File: src/rtl/urv_defs_pkg.sv
// Shared definitions for the writeback stage: result-source codes,
// load/store function codes and the writeback FSM state encoding.
package urv_defs_pkg;

  // Selects which execute-stage result feeds a non-memory register write.
  typedef enum logic [1:0] {
    RD_SOURCE_ALU      = 2'd0,
    RD_SOURCE_SHIFTER  = 2'd1,
    RD_SOURCE_MULTIPLY = 2'd2,
    RD_SOURCE_CSR      = 2'd3
  } rd_source_t;

  // Load width/sign codes (RISC-V funct3 encoding).
  localparam logic [2:0] FUNC_LB  = 3'b000;
  localparam logic [2:0] FUNC_LH  = 3'b001;
  localparam logic [2:0] FUNC_LW  = 3'b010;
  localparam logic [2:0] FUNC_LBU = 3'b100;
  localparam logic [2:0] FUNC_LHU = 3'b101;

  // Store width codes (RISC-V funct3 encoding).
  localparam logic [2:0] FUNC_SB  = 3'b000;
  localparam logic [2:0] FUNC_SH  = 3'b001;
  localparam logic [2:0] FUNC_SW  = 3'b010;

  // Writeback FSM: IDLE accepts instructions, WAIT_MEM waits for the data
  // memory, HOLD keeps captured load data while the pipeline is stalled.
  typedef enum logic [1:0] {
    IDLE     = 2'd0,
    WAIT_MEM = 2'd1,
    HOLD     = 2'd2
  } wb_state_t;

endpackage

File: src/rtl/urv_load_align.sv
// Extracts the addressed byte/halfword from a 32-bit load word and
// sign- or zero-extends it according to the load function code.
module urv_load_align
  import urv_defs_pkg::*;
(
  input  logic [2:0]  fun_i,
  input  logic [1:0]  addr_i,
  input  logic [31:0] data_i,
  output logic [31:0] data_o
);

  logic [7:0]  byte_lane;
  logic [15:0] half_lane;

  // Lane selection followed by width/sign extension.
  always_comb begin
    byte_lane = data_i[7:0];
    case (addr_i)
      2'd0: byte_lane = data_i[7:0];
      2'd1: byte_lane = data_i[15:8];
      2'd2: byte_lane = data_i[23:16];
      2'd3: byte_lane = data_i[31:24];
      default: byte_lane = data_i[7:0];
    endcase
    half_lane = addr_i[1] ? data_i[31:16] : data_i[15:0];

    data_o = data_i;
    case (fun_i)
      FUNC_LB:  data_o = {{24{byte_lane[7]}}, byte_lane};
      FUNC_LBU: data_o = {24'h000000, byte_lane};
      FUNC_LH:  data_o = {{16{half_lane[15]}}, half_lane};
      FUNC_LHU: data_o = {16'h0000, half_lane};
      default:  data_o = data_i;
    endcase
  end

endmodule

File: src/rtl/urv_writeback.sv
// Writeback stage: selects the result of an accepted instruction, waits for
// data memory on loads/stores (with a bus-error timeout), and drives the
// register-file write port plus a one-cycle-delayed bypass copy of it.
//
// Handshake: an instruction is taken only in a cycle where x_valid_i=1 and
// w_stall_i=0; dm_*_done_i are single-cycle completion strobes that only
// count while an access is outstanding (same-cycle in IDLE, or in WAIT_MEM).
module urv_writeback
  import urv_defs_pkg::*;
#(
  parameter int g_timeout = 255
) (
  input  logic        clk_i,
  input  logic        rst_i,
  input  logic        w_stall_i,
  input  logic        x_valid_i,
  input  logic        x_load_i,
  input  logic        x_store_i,
  input  logic        x_rd_write_i,
  input  logic [2:0]  x_fun_i,
  input  logic [4:0]  x_rd_i,
  input  logic [1:0]  x_rd_source_i,
  input  logic [31:0] x_rd_value_i,
  input  logic [31:0] x_rd_shifter_i,
  input  logic [31:0] x_rd_multiply_i,
  input  logic [31:0] x_dm_addr_i,
  input  logic [31:0] dm_data_l_i,
  input  logic        dm_load_done_i,
  input  logic        dm_store_done_i,
  output logic [4:0]  rf_rd_o,
  output logic [31:0] rf_rd_value_o,
  output logic        rf_rd_write_o,
  output logic        w_stall_req_o,
  output logic        w_bus_error_o,
  output logic [4:0]  w_bypass_rd_o,
  output logic [31:0] w_bypass_value_o,
  output logic        w_bypass_write_o,
  output wb_state_t   dbg_state_o
);

  // Last counter value of a wait; reaching it without done is a bus error.
  localparam logic [7:0] TIMEOUT_LAST = 8'(g_timeout - 1);

  wb_state_t   state_q, state_d;
  logic [7:0]  cnt_q, cnt_d;
  logic [31:0] cap_q, cap_d;
  logic        latch_en;

  // Access parameters held while the memory access is outstanding.
  logic [2:0]  p_fun_q;
  logic [4:0]  p_rd_q;
  logic        p_rd_write_q;
  logic [1:0]  p_addr_q;
  logic        p_load_q;

  logic        accept;
  logic        is_mem;
  logic        done_now;
  logic        p_done;
  logic [31:0] alu_result;
  logic [2:0]  align_fun;
  logic [1:0]  align_addr;
  logic [31:0] align_data;
  logic        unused_addr_bits;

  assign unused_addr_bits = ^x_dm_addr_i[31:2];

  assign accept   = x_valid_i & ~w_stall_i;
  assign is_mem   = x_load_i | x_store_i;
  assign done_now = (x_load_i & dm_load_done_i) | (x_store_i & dm_store_done_i);
  assign p_done   = p_load_q ? dm_load_done_i : dm_store_done_i;

  // Non-memory result selection.
  always_comb begin
    case (rd_source_t'(x_rd_source_i))
      RD_SOURCE_SHIFTER:  alu_result = x_rd_shifter_i;
      RD_SOURCE_MULTIPLY: alu_result = x_rd_multiply_i;
      default:            alu_result = x_rd_value_i;
    endcase
  end

  // Align using the live instruction in IDLE, the latched access otherwise.
  always_comb begin
    align_fun  = x_fun_i;
    align_addr = x_dm_addr_i[1:0];
    if (state_q != IDLE) begin
      align_fun  = p_fun_q;
      align_addr = p_addr_q;
    end
  end

  urv_load_align u_load_align (
    .fun_i  (align_fun),
    .addr_i (align_addr),
    .data_i (dm_data_l_i),
    .data_o (align_data)
  );

  // Next-state, timeout counter and register-file write decisions.
  always_comb begin
    state_d       = state_q;
    cnt_d         = cnt_q;
    cap_d         = cap_q;
    latch_en      = 1'b0;
    rf_rd_write_o = 1'b0;
    rf_rd_o       = 5'd0;
    rf_rd_value_o = 32'd0;
    w_stall_req_o = 1'b0;
    w_bus_error_o = 1'b0;

    case (state_q)
      IDLE: begin
        if (accept) begin
          if (is_mem) begin
            if (done_now) begin
              if (x_load_i && x_rd_write_i && (x_rd_i != 5'd0)) begin
                rf_rd_write_o = 1'b1;
                rf_rd_o       = x_rd_i;
                rf_rd_value_o = align_data;
              end
            end else begin
              latch_en = 1'b1;
              cnt_d    = 8'd0;
              state_d  = WAIT_MEM;
            end
          end else if (x_rd_write_i && (x_rd_i != 5'd0)) begin
            rf_rd_write_o = 1'b1;
            rf_rd_o       = x_rd_i;
            rf_rd_value_o = alu_result;
          end
        end
      end

      WAIT_MEM: begin
        w_stall_req_o = 1'b1;
        if (p_done) begin
          if (!w_stall_i) begin
            if (p_load_q && p_rd_write_q && (p_rd_q != 5'd0)) begin
              rf_rd_write_o = 1'b1;
              rf_rd_o       = p_rd_q;
              rf_rd_value_o = align_data;
            end
            state_d = IDLE;
          end else begin
            cap_d   = align_data;
            state_d = HOLD;
          end
        end else if (cnt_q == TIMEOUT_LAST) begin
          w_bus_error_o = 1'b1;
          state_d       = IDLE;
        end else begin
          cnt_d = cnt_q + 8'd1;
        end
      end

      HOLD: begin
        if (!w_stall_i) begin
          if (p_load_q && p_rd_write_q && (p_rd_q != 5'd0)) begin
            rf_rd_write_o = 1'b1;
            rf_rd_o       = p_rd_q;
            rf_rd_value_o = cap_q;
          end
          state_d = IDLE;
        end
      end

      default: state_d = IDLE;
    endcase
  end

  // FSM state, timeout counter and captured load data.
  always_ff @(posedge clk_i or posedge rst_i) begin
    if (rst_i) begin
      state_q <= IDLE;
      cnt_q   <= 8'd0;
      cap_q   <= 32'd0;
    end else begin
      state_q <= state_d;
      cnt_q   <= cnt_d;
      cap_q   <= cap_d;
    end
  end

  // Latch the outstanding access when leaving IDLE for WAIT_MEM.
  always_ff @(posedge clk_i or posedge rst_i) begin
    if (rst_i) begin
      p_fun_q      <= 3'd0;
      p_rd_q       <= 5'd0;
      p_rd_write_q <= 1'b0;
      p_addr_q     <= 2'd0;
      p_load_q     <= 1'b0;
    end else if (latch_en) begin
      p_fun_q      <= x_fun_i;
      p_rd_q       <= x_rd_i;
      p_rd_write_q <= x_rd_write_i;
      p_addr_q     <= x_dm_addr_i[1:0];
      p_load_q     <= x_load_i;
    end
  end

  // Bypass copy of the register-file write port, one cycle later.
  always_ff @(posedge clk_i or posedge rst_i) begin
    if (rst_i) begin
      w_bypass_rd_o    <= 5'd0;
      w_bypass_value_o <= 32'd0;
      w_bypass_write_o <= 1'b0;
    end else begin
      w_bypass_rd_o    <= rf_rd_o;
      w_bypass_value_o <= rf_rd_value_o;
      w_bypass_write_o <= rf_rd_write_o;
    end
  end

  assign dbg_state_o = state_q;

endmodule

File: config.mk
export PLATFORM = sky130hd
export DESIGN_NAME = urv_writeback
export DESIGN_NICKNAME = d
export VERILOG_FILES = /design/src/rtl/urv_defs_pkg.sv /design/src/rtl/urv_load_align.sv /design/src/rtl/urv_writeback.sv
export SDC_FILE = /design/constraint.sdc
export NUM_CORES = 1
export LEC_CHECK = 0
export ABC_AREA = 1
export ABC_CLOCK_PERIOD_IN_PS = 3800
export CAP_MARGIN = 0
export CORE_MARGIN = 2
export CORE_UTILIZATION = 43
export CTS_CLUSTER_SIZE = 24
export DETAILED_ROUTE_END_ITERATION = 12
export GPL_TIMING_DRIVEN = 0
export PLACE_DENSITY = 0.87
export RECOVER_POWER = 100
export SETUP_SLACK_MARGIN = 0.2
export SLEW_MARGIN = 5
export SYNTH_ARGS = -nofsm -noshare
export SYNTH_HDL_FRONTEND = slang
export SYNTH_SLANG_ARGS = --single-unit
File: constraint.sdc
create_clock -name clk_i -period 3.8 [get_ports clk_i]
set_clock_uncertainty 0.2 [all_clocks]
set_input_delay 0.38 -clock clk_i [delete_from_list [all_inputs] [get_ports clk_i]]
set_output_delay 0.38 -clock clk_i [all_outputs]
set_load 0.02 [all_outputs]
# Yosys cells after proc, flatten, opt, wreduce, memory -nomap -nowiden
# Index checks and enable logic that the tools add are counted.
[op_classes]
addsub = 1
eq_ne = 18
mux = 58
bitwise_logic = 6
reduce_logical = 15
[op_table]
columns = ["operator", "n"]
rows = [
  ["$mux W32", 10],
  ["$pmux W32 S4", 1],
  ["$pmux W32 S3", 1],
  ["$pmux W32 S2", 1],
  ["$mux W5", 8],
  ["$mux W8", 5],
  ["$pmux W8 S4", 1],
  ["$mux W1", 17],
  ["$mux W16", 1],
  ["$mux W2", 8],
  ["$pmux W8 S2", 1],
  ["$pmux W5 S3", 1],
  ["$ne A2 B2 Y1 const B", 6],
  ["$reduce_bool A5 Y1", 2],
  ["$add A8 B1 Y8 const B", 1],
  ["$eq A2 B2 Y1 const B", 4],
  ["$eq A8 B8 Y1 const B", 1],
  ["$eq A2 B1 Y1 const B", 3],
  ["$eq A3 B3 Y1 const B", 2],
  ["$pmux W2 S3", 1],
  ["$reduce_and A6 Y1", 1],
  ["$logic_and A1 B1 Y1", 5],
  ["$reduce_and A5 Y1", 1],
  ["$logic_not A2 Y1", 2],
  ["other kinds (10)", 14],
]
[word_totals]
regBits = 92
in_bits = 179
out_inout_bits = 80
elab_cells = 109

# Longest topological paths before layout
[logic_depth]
ltp_word = 10
ltp_mapped = 13
ltp_nobuf = 12

# Cells and area by module
# Synthesis repeated with hierarchy kept, for this count alone.
[unflattened]
cells_unflattened = 961
area_unflattened_um2 = 6329.8
[modules_own_cells]
columns = ["module", "n_inst", "cells_each", "area_each_um2", "seq_area_each_um2"]
rows = [
  ["urv_writeback", 1, 791, 5406.4, 2302.2],
  ["urv_load_align", 1, 170, 923.4, 0.0],
]

# Worst setup path after synthesis
# Ideal clock, no wire load.
[synth_timing]
kind = "register to output"
from = "register state_q[1] (netlist: dbg_state_o[1])"
to = "output rf_rd_o[2]"
t_arrival_ps = 1862
t_required_ps = 3220
slack_ps = 1358
stages_incl_launch_ff = 6
path_buffers = 1
cell_sequence = "dfrtp_1 > inv_2 > nor3_1 > buf_6 > nor2_1 > o22ai_1"
[synth_between]
elab_chain_cells = 2
elab_cells_between_ends = 4
cone_classes = "eq/ne (2); mux (1); reduce/logical (1)"
[synth_rtl]
columns = ["item", "line", "text"]
rows = [
  ["start, declared", "urv_writeback.sv:44", "wb_state_t state_q, state_d;"],
  ["start signal, assigned", "urv_writeback.sv:178", "state_q <= state_d;"],
  ["$eq A2 B2 Y1, or another cell as far along", "urv_writeback.sv:111", "case (state_q)"],
  ["$pmux W5 S3 *", "urv_writeback.sv:111", ""],
  ["end, declared", "urv_writeback.sv:30", "output logic [4:0] rf_rd_o,"],
]
# Mark *: on every way between the ends. The rest lies on a longest branch, timed or not.

# Worst setup path after layout
[layout_timing]
from = "input w_stall_i"
to = "output rf_rd_o[2]"
[layout_between]
elab_chain_cells = 4
elab_cells_between_ends = 6
cone_classes = "mux (4); bitwise (2)"
[layout_rtl]
columns = ["item", "line", "text"]
rows = [
  ["start, declared", "urv_writeback.sv:15", "input logic w_stall_i,"],
  ["$not A1 Y1", "urv_writeback.sv:68", "assign accept = x_valid_i & ~w_stall_i;"],
  ["$and A1 B1 Y1", "urv_writeback.sv:68", ""],
  ["$mux W5", "urv_writeback.sv:113", "if (accept) begin"],
  ["$pmux W5 S3 *", "urv_writeback.sv:111", ""],
]
# Marked as above.

==> flow_results.org <==
** Status
- Violated checks :: capacitance limit, slew limit
- The run finished, with violations left.

** Timing
- Unrepaired setup endpoints after global routing :: yes
- On the final layout, the worst hold slack is 0.280 ns.
- Peak clock frequency supported by timing :: 278 MHz
- The final-report hold violation count is 0.
- The max-slew violation count came to 43.
- Remaining max-slew budget at the tightest pin :: -0.259
- Setup violations remaining at the end of the flow were counted as 0.
- Shortest period the worst path allows :: 3.59 ns
- Worst Max-Slew Pin Slew :: 1.88 ns
- Final critical-path share of the clock period :: 0.945

** Job
- Max-Cap Viols :: 1

** Setup path
- Maximum fanout encountered on the critical timing path :: 10
- WP data required :: 3.22 ns
- Data arrives at the worst endpoint at roughly 3 ns.
- Category of the critical setup timing path :: in -> out
- Nature of the critical path startpoint :: primary input
- Endpoint class of the critical path :: primary output

** Synth
- In the synthesized netlist the async set-or-reset flop fraction comes to 1.00.
- Distinct cell type count after synthesis :: 33
- The synthesized netlist occupies a cell area of 5750 um^2.
- Share of the yosys chip area belonging to registers :: 0.401
- The number of nets handed over by synthesis was 969.
- Summed over all instances, the cell type with the most area after synthesis is dfrtp_1.
- In this run, synthesis inferred 0 flip-flops with an integrated enable.
- Mean Syn Cell Area :: 7.31 um^2
- Primary flip-flop cell chosen by synthesis mapping :: dfrtp_1
- Top-count cell post-synth :: nand2_1
- Gate Count Post-Synth :: 786
- Synthesized flop and latch total :: 92
- By area the synthesized netlist is led by dfrtp_1, nand2_1, nand3_1.
- Yosys top cell area share :: 0.401
- By count the netlist is led by nand2_1, inv_1, dfrtp_1.
- For this run, the number of Yosys warnings is 0.

** Hold path
- HP Class :: reg -> reg

** Floorplan
- DIE AREA :: 14300 um^2
- For this design the top-level I/O count stands at 259.
- Initial core utilization :: 0.437
- Row generation in the floorplan step produced 42 rows.
- Die X :: 120 um
- Die outline height :: 120 um
- The total area inside the core boundary comes to 13100 um^2.

** Drt
- Drt wl/cell :: around 16 um
- Final ANT Viol Nets :: 0
- Drt first-iter violations :: roughly 600
- Aggregate routed wire length :: 19300 um
- Drt via density :: 5.26
- First-pass iteration count of the detailed router :: 5
- Across all layers, the routed design uses roughly 6.4k vias.
- For this run, design rule violations remaining after detail routing come to 0.

** Placement
- The wire-length estimate of the detail-placed layout is 15000 um.
- Once placement finished, the instance area stood at 8280 um^2.
- Buffers placed on the I/O ports in this run total approximately 230.
- Final weighted congestion of routability-driven global placement :: approximately 0.94

** Power and ir drop
- The share of total power dissipated in sequential elements is 0.329.
- Max rail drop VDD :: between 0.2 and 0.25 mV
- Clk network pwr share :: 0.207
- Internal power comes to 2.41 mW.
- Power spread over the standard cell area amounts to 488 nW/um^2.
- Static leakage :: 4.40 nW
- Proportion of power drawn by combinational gates :: 0.464
- The analysis attributes to net switching a power of roughly 1.8 mW.
- Total chip power :: 4.16 mW
- Of the total power, the share spent switching nets is 0.421.

** Cells and area
- Fin area :: approximately 8500 um^2
- The multi-input combinational cells in the finished layout cover a total of slightly below 3000 um^2.
- The final layout contains 1210 nets.
- Summing all flip-flop and latch instances after layout gives roughly 2300 um^2.
- Area overhead of the layout relative to synthesis :: 48.6%
- In the final layout, the share of cells above drive strength 1 is 0.0649.
- Counting the fill cells in the layout gives 1102.
- For this run, the share of the core covered by cells in the final layout is 0.650.

** Clocking
- The clock reaches the later pin of the worst-skew pair after 0.36 ns.
- After clock tree synthesis, the flow added hold-fix buffers numbering 0.
- TritonCTS built the clock tree.
- TritonCTS created 9 clock buffers.
- Clock tree synthesis selected as its root buffer the cell clkbuf_16.
- Level count of the clock H-tree :: 3
- Maximum number of buffers from clock root to sink :: 2
- After clock tree synthesis, the clock-pin slew on the worst setup and hold paths is 0.06 ns.
- The clock net in this run drives a total of 92 sinks.

** Global routing
- Pin count of the biggest net entering global routing :: 52
- Across every metal layer, demand over resource in global routing totals 0.268.
- Remaining Overflow, GRT :: 0
- Antenna violations before repair :: 1
- The via count of the first global-routing pass is 6144.
- The first global-routing pass estimated about 30000 um of wire.
==> cells in the final DEF, fill, tap and decap left out, types with 3 or more instances in the layout <==
cell and instances:
or2_0 4, buf_6 5, nor2_2 3, clkbuf_2 6, clkinv_2 3, dfrtp_1 92
nor2_1 18, o21ai_2 3, clkdlybuf4s50_1 162, or2_1 4, a22o_1 31, dlygate4sd3_1 61
mux2i_1 30, ha_1 4, nand3_1 81, nand2_4 3, buf_2 7, nand2_1 264
a22oi_1 5, xor2_1 4, a21oi_1 4, o21ai_0 65, nand2_2 5, clkbuf_1 21
nand4_1 4, or2_2 6, nor3_1 4, inv_1 96, o22ai_1 6, clkbuf_16 9
==> flip-flops by register name, summed over array words and instances, names as in the netlist <==
| register | cells |
|---|---|
| w_bypass_value_o | 32 |
| p_addr_q | 2 |
| cap_q | 32 |
| p_rd_q | 5 |
| p_rd_write_q | 1 |
| w_bypass_write_o | 1 |
| p_load_q | 1 |
| cnt_q | 8 |
| p_fun_q | 3 |
| w_bypass_rd_o | 5 |
| dbg_state_o | 2 |
==> path summary, 6_finish.rpt <==
| kind | depth (start not counted) | to | slack [ns] | from |
|---|---|---|---|---|
| setup reg to reg | 9 | cap_q[29]$_DFFE_PP0P_ | 1.18 | dbg_state_o[0]$_DFFE_PP0P_ |
| min in group asynchronous | 2 | w_bypass_value_o[28]$_DFF_PP0_ | 0.75 | rst_i |
| hold reg to reg | 2 | cap_q[30]$_DFFE_PP0P_ | 0.28 | cap_q[30]$_DFFE_PP0P_ |
| setup / recovery | 8 | rf_rd_o[2] | 0.21 | w_stall_i |
| hold / removal | 2 | cap_q[30]$_DFFE_PP0P_ | 0.28 | cap_q[30]$_DFFE_PP0P_ |
| max in group asynchronous | 3 | w_bypass_value_o[14]$_DFF_PP0_ | 0.69 | rst_i |
==> layer usage <==
layer | up-vias | routed length [um] | global-route usage
li1 | 3034 | - | -
met1 | 2954 | 7580 | 0.328
met2 | 318 | 9450 | 0.459
met3 | 48 | 1670 | 0.0613
met4 | 0 | 607 | 0.107
met5 | - | 0 | 0
==> power by group through the flow <==
stage / combinational, mW / sequential, mW / clock, mW
final: 1.93 / 1.37 / 0.862
after global placement: 1.86 / 1.37 / 0
after CTS: 1.93 / 1.37 / 0.868
after detailed placement: 1.92 / 1.38 / 0
after floorplan: 1.26 / 1.39 / 0
after global routing: 2.14 / 1.40 / 0.915
==> stage by stage <==
stage	setup slack (ns)	setup TNS, ns	std cells
2_1_floorplan	0.828	0	786
3_3_place_gp	-0.636	-58.56	1190
3_5_place_dp	-0.104	-1.04	1191
4_1_cts	0.215	0	1207
5_1_grt	0.0874	0	1209
6_report	0.207	0	1209
==> cell type report <==
cell class | instances | share of cell area
Antenna cell | 1 | 0.000293
Buffer | 37 | 0.0237
Clock buffer | 10 | 0.0280
Clock inverter | 6 | 0.00469
Inverter | 99 | 0.0437
Multi-Input combinational cell | 558 | 0.338
Sequential cell | 92 | 0.270
Tap cell | 176 | 0.0258
Timing Repair Buffer | 230 | 0.266
==> cells by family (layout without fill, tap and decap cells) <==
kind of cell	after synthesis	after routing	share of synthesized area
adders and majority gates	4	4	0.00871
and+or+nand+nor	399	399	0.297
DFF	92	92	0.401
other	0	1	0
xor gates and xnor gates	6	6	0.00914
muxes	32	32	0.0562
buffers and inverters	136	382	0.0995
AOI/OAI and AO/OA	117	117	0.128
==> repair_timing <==
action                                  CTS  global route
hold endpoints to repair                  0             0
gates resized for setup                   4            23
pin swaps                                 0             1
endpoints found under the setup margin   35            33
buffers inserted                          0             1
==> worst max-delay path: stages <==
cell             delay, ns
clkdlybuf4s50_1       0.50
nor2_2                0.17
o21ai_2               0.11
nor3_4                0.38
clkbuf_1              0.42
nor2_1                0.16
o22ai_1               0.24
clkdlybuf4s50_1       0.64
(Power assumes the default switching activity.)
==> variant 1 (same flow settings) <==
Put a register stage on the output `w_bus_error_o`, cleared by the reset. The value now appears one clock later. The other outputs are not delayed to match.
--- a/src/rtl/urv_writeback.sv
+++ b/src/rtl/urv_writeback.sv
@@ -41,6 +41,8 @@
   // Last counter value of a wait; reaching it without done is a bus error.
   localparam logic [7:0] TIMEOUT_LAST = 8'(g_timeout - 1);
 
+  logic w_bus_error_d;
+
   wb_state_t   state_q, state_d;
   logic [7:0]  cnt_q, cnt_d;
   logic [31:0] cap_q, cap_d;
@@ -106,7 +108,7 @@
     rf_rd_o       = 5'd0;
     rf_rd_value_o = 32'd0;
     w_stall_req_o = 1'b0;
-    w_bus_error_o = 1'b0;
+    w_bus_error_d = 1'b0;
 
     case (state_q)
       IDLE: begin
@@ -146,7 +148,7 @@
             state_d = HOLD;
           end
         end else if (cnt_q == TIMEOUT_LAST) begin
-          w_bus_error_o = 1'b1;
+          w_bus_error_d = 1'b1;
           state_d       = IDLE;
         end else begin
           cnt_d = cnt_q + 8'd1;
@@ -213,5 +215,13 @@
 
   assign dbg_state_o = state_q;
 
+  always_ff @(posedge clk_i or posedge rst_i) begin
+    if (rst_i) begin
+      w_bus_error_o <= '0;
+    end else begin
+      w_bus_error_o <= w_bus_error_d;
+    end
+  end
+
 endmodule
 
Check against the original RTL: no difference found for any inputs over 4 cycles, from zero or initial values and one cycle with rst_i high; that may be too few to reach the edited logic, so the function may still have changed.
==> variant 1 against the unedited design <==
  * The flow still finishes with violations (max-capacitance violations, max-slew violations)
  * Non-clock buffer count is 1 higher
  * Design area shrank 0.50%
  * Power increased by 1.5%
  * Sequential cell count increased by 1
  * Maximum frequency shrank 0.69%
  * Area after synthesis grew 0.44%
  * Via count is 0.31% higher
  * Wire length grew 0.50%
  * Setup slack worse by 25 ps
  * Highest routed layer unchanged
==> variant 1: results (changes against the unedited design) <==
stage	metric	value	unit	change
critical_path	setup slack, reg-to-reg	1100	ps	was 1180 ps
global_route	GRT Total Usage	26.6	%	was 26.8%
power	Peak VDD IR	0.229	mV	about the same
route	drt first pass iters	6		was 5
yosys	xor/xnor cell area share of the yosys netlist	0.910	%	was 0.914%
run	max-cap violations	1		unchanged
placement	DP Worst Slack	-115	ps	was -104 ps
sta	max-slew violations	37		was 43
yosys	largest cells by area after synthesis	dfrtp_1 (40%), nand2_1 (17%), nand3_1 (7.0%), inv_1 (6.2%), o21ai_0 (5.6%)		was dfrtp_1 (40%), nand2_1 (17%), nand3_1 (7.1%), inv_1 (6.2%), o21ai_0 (5.7%)
sta	post-layout worst setup margin	182	ps	was 207 ps
global_route	initial antenna violation count	0		was 1
layout	design area	8500	um2	was 8540 um2
global_route	number of global-route vias before repair	6059		was 6144
placement	RePlAce Congestion	0.956		was 0.943
layout	ANT cells	0		was 1
critical_path	reg2reg end	cap_q[25]$_DFFE_PP0P_		was cap_q[29]$_DFFE_PP0P_
worst_hold_path	HP Start	cap_q[27]$_DFFE_PP0P_		was cap_q[30]$_DFFE_PP0P_
critical_path	crit-path max cell delay	710	ps	was 640 ps
yosys	Compound-Gate Fraction of Synth Area	12.8	%	about the same
route	via count	6374		was 6354
outcome	violated checks	max-capacitance violations, max-slew violations		unchanged
critical_path	worst r2r path cells	10		was 9
layout	Fillers	1118		was 1102
outcome	status	complete, but fails checks		unchanged
power	Leakage	0.00436	uW	was 0.00440 uW
## variant 1: cell count changes in the layout (fill, tap and decap cells not counted), moves of 3 or more
cell             unedited run  this run
clkinv_2                    3         0
or2_0                       4         0
nand2_1                   264       268
or2_1                       4         8
nand2_2                     5         2
dlygate4sd3_1              61        58
clkdlybuf4s50_1           162       153
clkbuf_1                   21        32
## variant 1: per-layer routing
layer	global-route usage [%]	vias up	part of all wire, %
met4	12.2	0	4.1
met3	6.51	63	9.6
met5	0	-	0
met2	44.2	355	48
met1	32.5	2935	38
li1	-	3021	-
## variant 1: cell type report
cell class                      count  share of cell area [%]
Buffer                             37                    2.41
Clock inverter                      6                   0.825
Tap cell                          176                    2.59
Sequential cell                    93                    27.4
Clock buffer                       10                    2.81
Timing Repair Buffer              231                    25.8
Multi-Input combinational cell    558                    33.7
Inverter                           99                    4.39
==> variant 2 (same settings) <==
Made on the original files. The parameter `g_timeout` goes from 255 to 128.
--- a/src/rtl/urv_writeback.sv
+++ b/src/rtl/urv_writeback.sv
@@ -8,7 +8,7 @@
 module urv_writeback
   import urv_defs_pkg::*;
 #(
-  parameter int g_timeout = 255
+  parameter int g_timeout = 128
 ) (
   input  logic        clk_i,
   input  logic        rst_i,
Behaviour: same outputs for any inputs over 4 cycles, from zero or initial values and one cycle with rst_i high; that may be too few to reach the edited logic, so the function may still have changed.
==> variant 2 against the unedited design <==
  * The flow still finishes with violations (max-capacitance violations, max-slew violations)
  * Design area grew 2.3%
  * Setup slack worse by 59 ps
  * Critical path type unchanged
  * Power decreased by 12%
  * Hold slack is essentially flat
  * Critical path depth rose by 1
  * Area after synthesis rose by 3.5%
  * Sequential cell count stayed put
  * Utilization rose by 0.18 points
  * Count of clock-buffer cells in the layout rose by 2
  * Largest cell class unchanged
  * Wire length grew 9.6%
  * Highest routed layer unchanged
  * First-iteration DRC count is 11% lower
==> variant 2: results (changes against the unedited design) <==
stage	metric	value	unit	change
route	Via density	5.23		was 5.26
cts	clk slew on worst S/H paths	70	ps	
critical_path	crit-path max cell delay	690	ps	was 640 ps
cts	number of H-tree levels	3		unchanged
global_route	largest net degree at the start of global routing	49		was 52
route	Detailed Route Iter0 Violations	528		was 594
critical_path	Reg-to-Reg Start	p_load_q$_DFFE_PP0P_		was dbg_state_o[0]$_DFFE_PP0P_
global_route	GRT met1 Usage	35.5	%	was 32.8%
placement	I/O Buffers	228		unchanged
yosys	Netlist cell types	32		was 33
yosys	largest cells by area after synthesis	dfrtp_1 (39%), nand2_1 (18%), nand3_1 (10%), inv_1 (6.2%), a22o_1 (4.7%)		was dfrtp_1 (40%), nand2_1 (17%), nand3_1 (7.1%), inv_1 (6.2%), o21ai_0 (5.7%)
cts	Root Driver	clkbuf_16		unchanged
sta	max-slew violations	46		was 43
global_route	number of global-route vias before repair	6222		was 6144
yosys	synth warn	0		unchanged
yosys	post-synthesis sequential area ratio	38.7	%	was 40.1%
critical_path	Critical Path AT	3070	ps	was 3010 ps
outcome	violated checks	max-capacitance violations, max-slew violations		unchanged
power	Leakage	0.00451	uW	was 0.00440 uW
layout	share of post-route cells with drive strength above 1	8.02	%	was 6.49%
layout	Fillers	1151		was 1102
global_route	global-route wire length before repair	32200	um	was 30200 um
global_route	GR Util met3	6.27	%	was 6.13%
route	DR WL/cell	16.8	um	was 16.0 um
critical_path	Top delay family on crit path	buffers and inverters		unchanged
cts	CTS Buf Count	9		unchanged
power	Peak VDD IR	0.274	mV	was 0.229 mV
route	drt first pass iters	7		was 5
yosys	top cells by count, synth	nand2_1 (290), nand3_1 (122), inv_1 (99)		was nand2_1 (263), inv_1 (95), dfrtp_1 (92)
placement	detailed placement HPWL	16300	um	was 15000 um
worst_hold_path	HP Start	cap_q[8]$_DFFE_PP0P_		was cap_q[30]$_DFFE_PP0P_
global_route	initial antenna violation count	0		was 1
critical_path	Slowest-stage cell, CP	dlygate4sd3_1		was clkdlybuf4s50_1
yosys	Post-synth top flop	dfrtp_1		unchanged
outcome	status	complete, but fails checks		unchanged
run	max-cap violations	1		unchanged
global_route	Global Route met2 Usage	48.6	%	was 45.9%
layout	Cell Count, Final, Fillers Out	1261		was 1209
sta	Worst-Margin Slew	1980	ps	was 1880 ps
global_route	GRT Total Usage	28.3	%	was 26.8%
yosys	Avg Cell Area, Syn	7.11	um2	was 7.31 um2
yosys	Syn Nets	1019		was 969
critical_path	Worst Setup SP	x_rd_source_i[0]		was w_stall_i
layout	ANT cells	0		was 1
placement	RePlAce Congestion	0.935		was 0.943
placement	placed instance count	1242		was 1191
==> variant 2: changes by cell type in the layout (fill, tap and decap cells not counted), sizes merged, moves of 6 or more <==
cell	before	now
nand2	272	298
o21ai	69	57
nand3	81	124
buf	14	23
nand4	4	10
==> variant 2: area by class of cell <==
class / count / area share (%)
plain buffers: 38 / 2.52
multi-input cells: 605 / 34.9
repair buffers: 233 / 25.8
clock inverters: 3 / 0.530
inverters: 102 / 4.40
well taps: 176 / 2.52
flip-flops and latches: 92 / 26.4
clock buffers: 12 / 2.94
==> variant 2: metal layers <==
| layer | part of all wire [%] | vias to the layer above | wire, um |
|---|---|---|---|
| li1 | - | 3201 | - |
| met1 | 41 | 3066 | 8580 |
| met2 | 48 | 304 | 10200 |
| met3 | 9.0 | 29 | 1890 |
| met4 | 2.1 | 0 | 446 |
| met5 | 0 | - | 0 |
==> variant 2: cells by family (layout without fill, tap and decap cells) <==
family / Yosys count / in the layout / synth area share [%]
and+or+nand+nor: 473 / 473 / 35.4
buffers and inverters: 140 / 388 / 9.80
AOI/OAI and AO/OA: 100 / 100 / 10.7
DFF: 92 / 92 / 38.7
muxes: 26 / 26 / 4.40
adders and majority gates: 3 / 3 / 0.631
xor gates and xnor gates: 3 / 3 / 0.442
==> variant 2: report_power, final <==
group          total, uW  internal (uW)  switching, uW
clock                934            544            390
combinational       1430            574            856
sequential          1320           1190            125
total               3680           2310           1370
==> variant 2: timing repair <==
action	CTS	global route
buffers inserted	2	2
pin swaps	2	4
gates resized for setup	10	34
endpoints found under the setup margin	33	34
==> variant 2: path summary, 6_finish.rpt <==
| kind | to | slack (ps) | cells past startpoint |
|---|---|---|---|
| hold reg to reg | cap_q[8]$_DFFE_PP0P_ | 280 | 2 |
| setup / recovery | rf_rd_value_o[7] | 150 | 9 |
| setup reg to reg | cap_q[3]$_DFFE_PP0P_ | 1340 | 7 |
| min in group asynchronous | cap_q[1]$_DFFE_PP0P_ | 780 | 2 |
| hold / removal | cap_q[8]$_DFFE_PP0P_ | 280 | 2 |
| max in group asynchronous | w_bypass_value_o[26]$_DFF_PP0_ | 700 | 3 |
==> variant 2: metrics by stage <==
step	hold WS, ps	setup TNS, ps	setup slack, ps	area, um2	utilization, %
after floorplan	249	0	828	5950	-
after global placement	262	-65810	-714	8450	63.1
after detailed placement	265	-1650	-153	8480	63.3
after CTS	274	0	221	8820	65.8
after global routing	294	0	102	8730	65.2
final	280	0	149	8730	65.2
==> variant 2: worst min-delay path, stage by stage, from the launching register on <==
cell	delay, ps
dfrtp_1	340
nand2_1	50
nand2_1	50
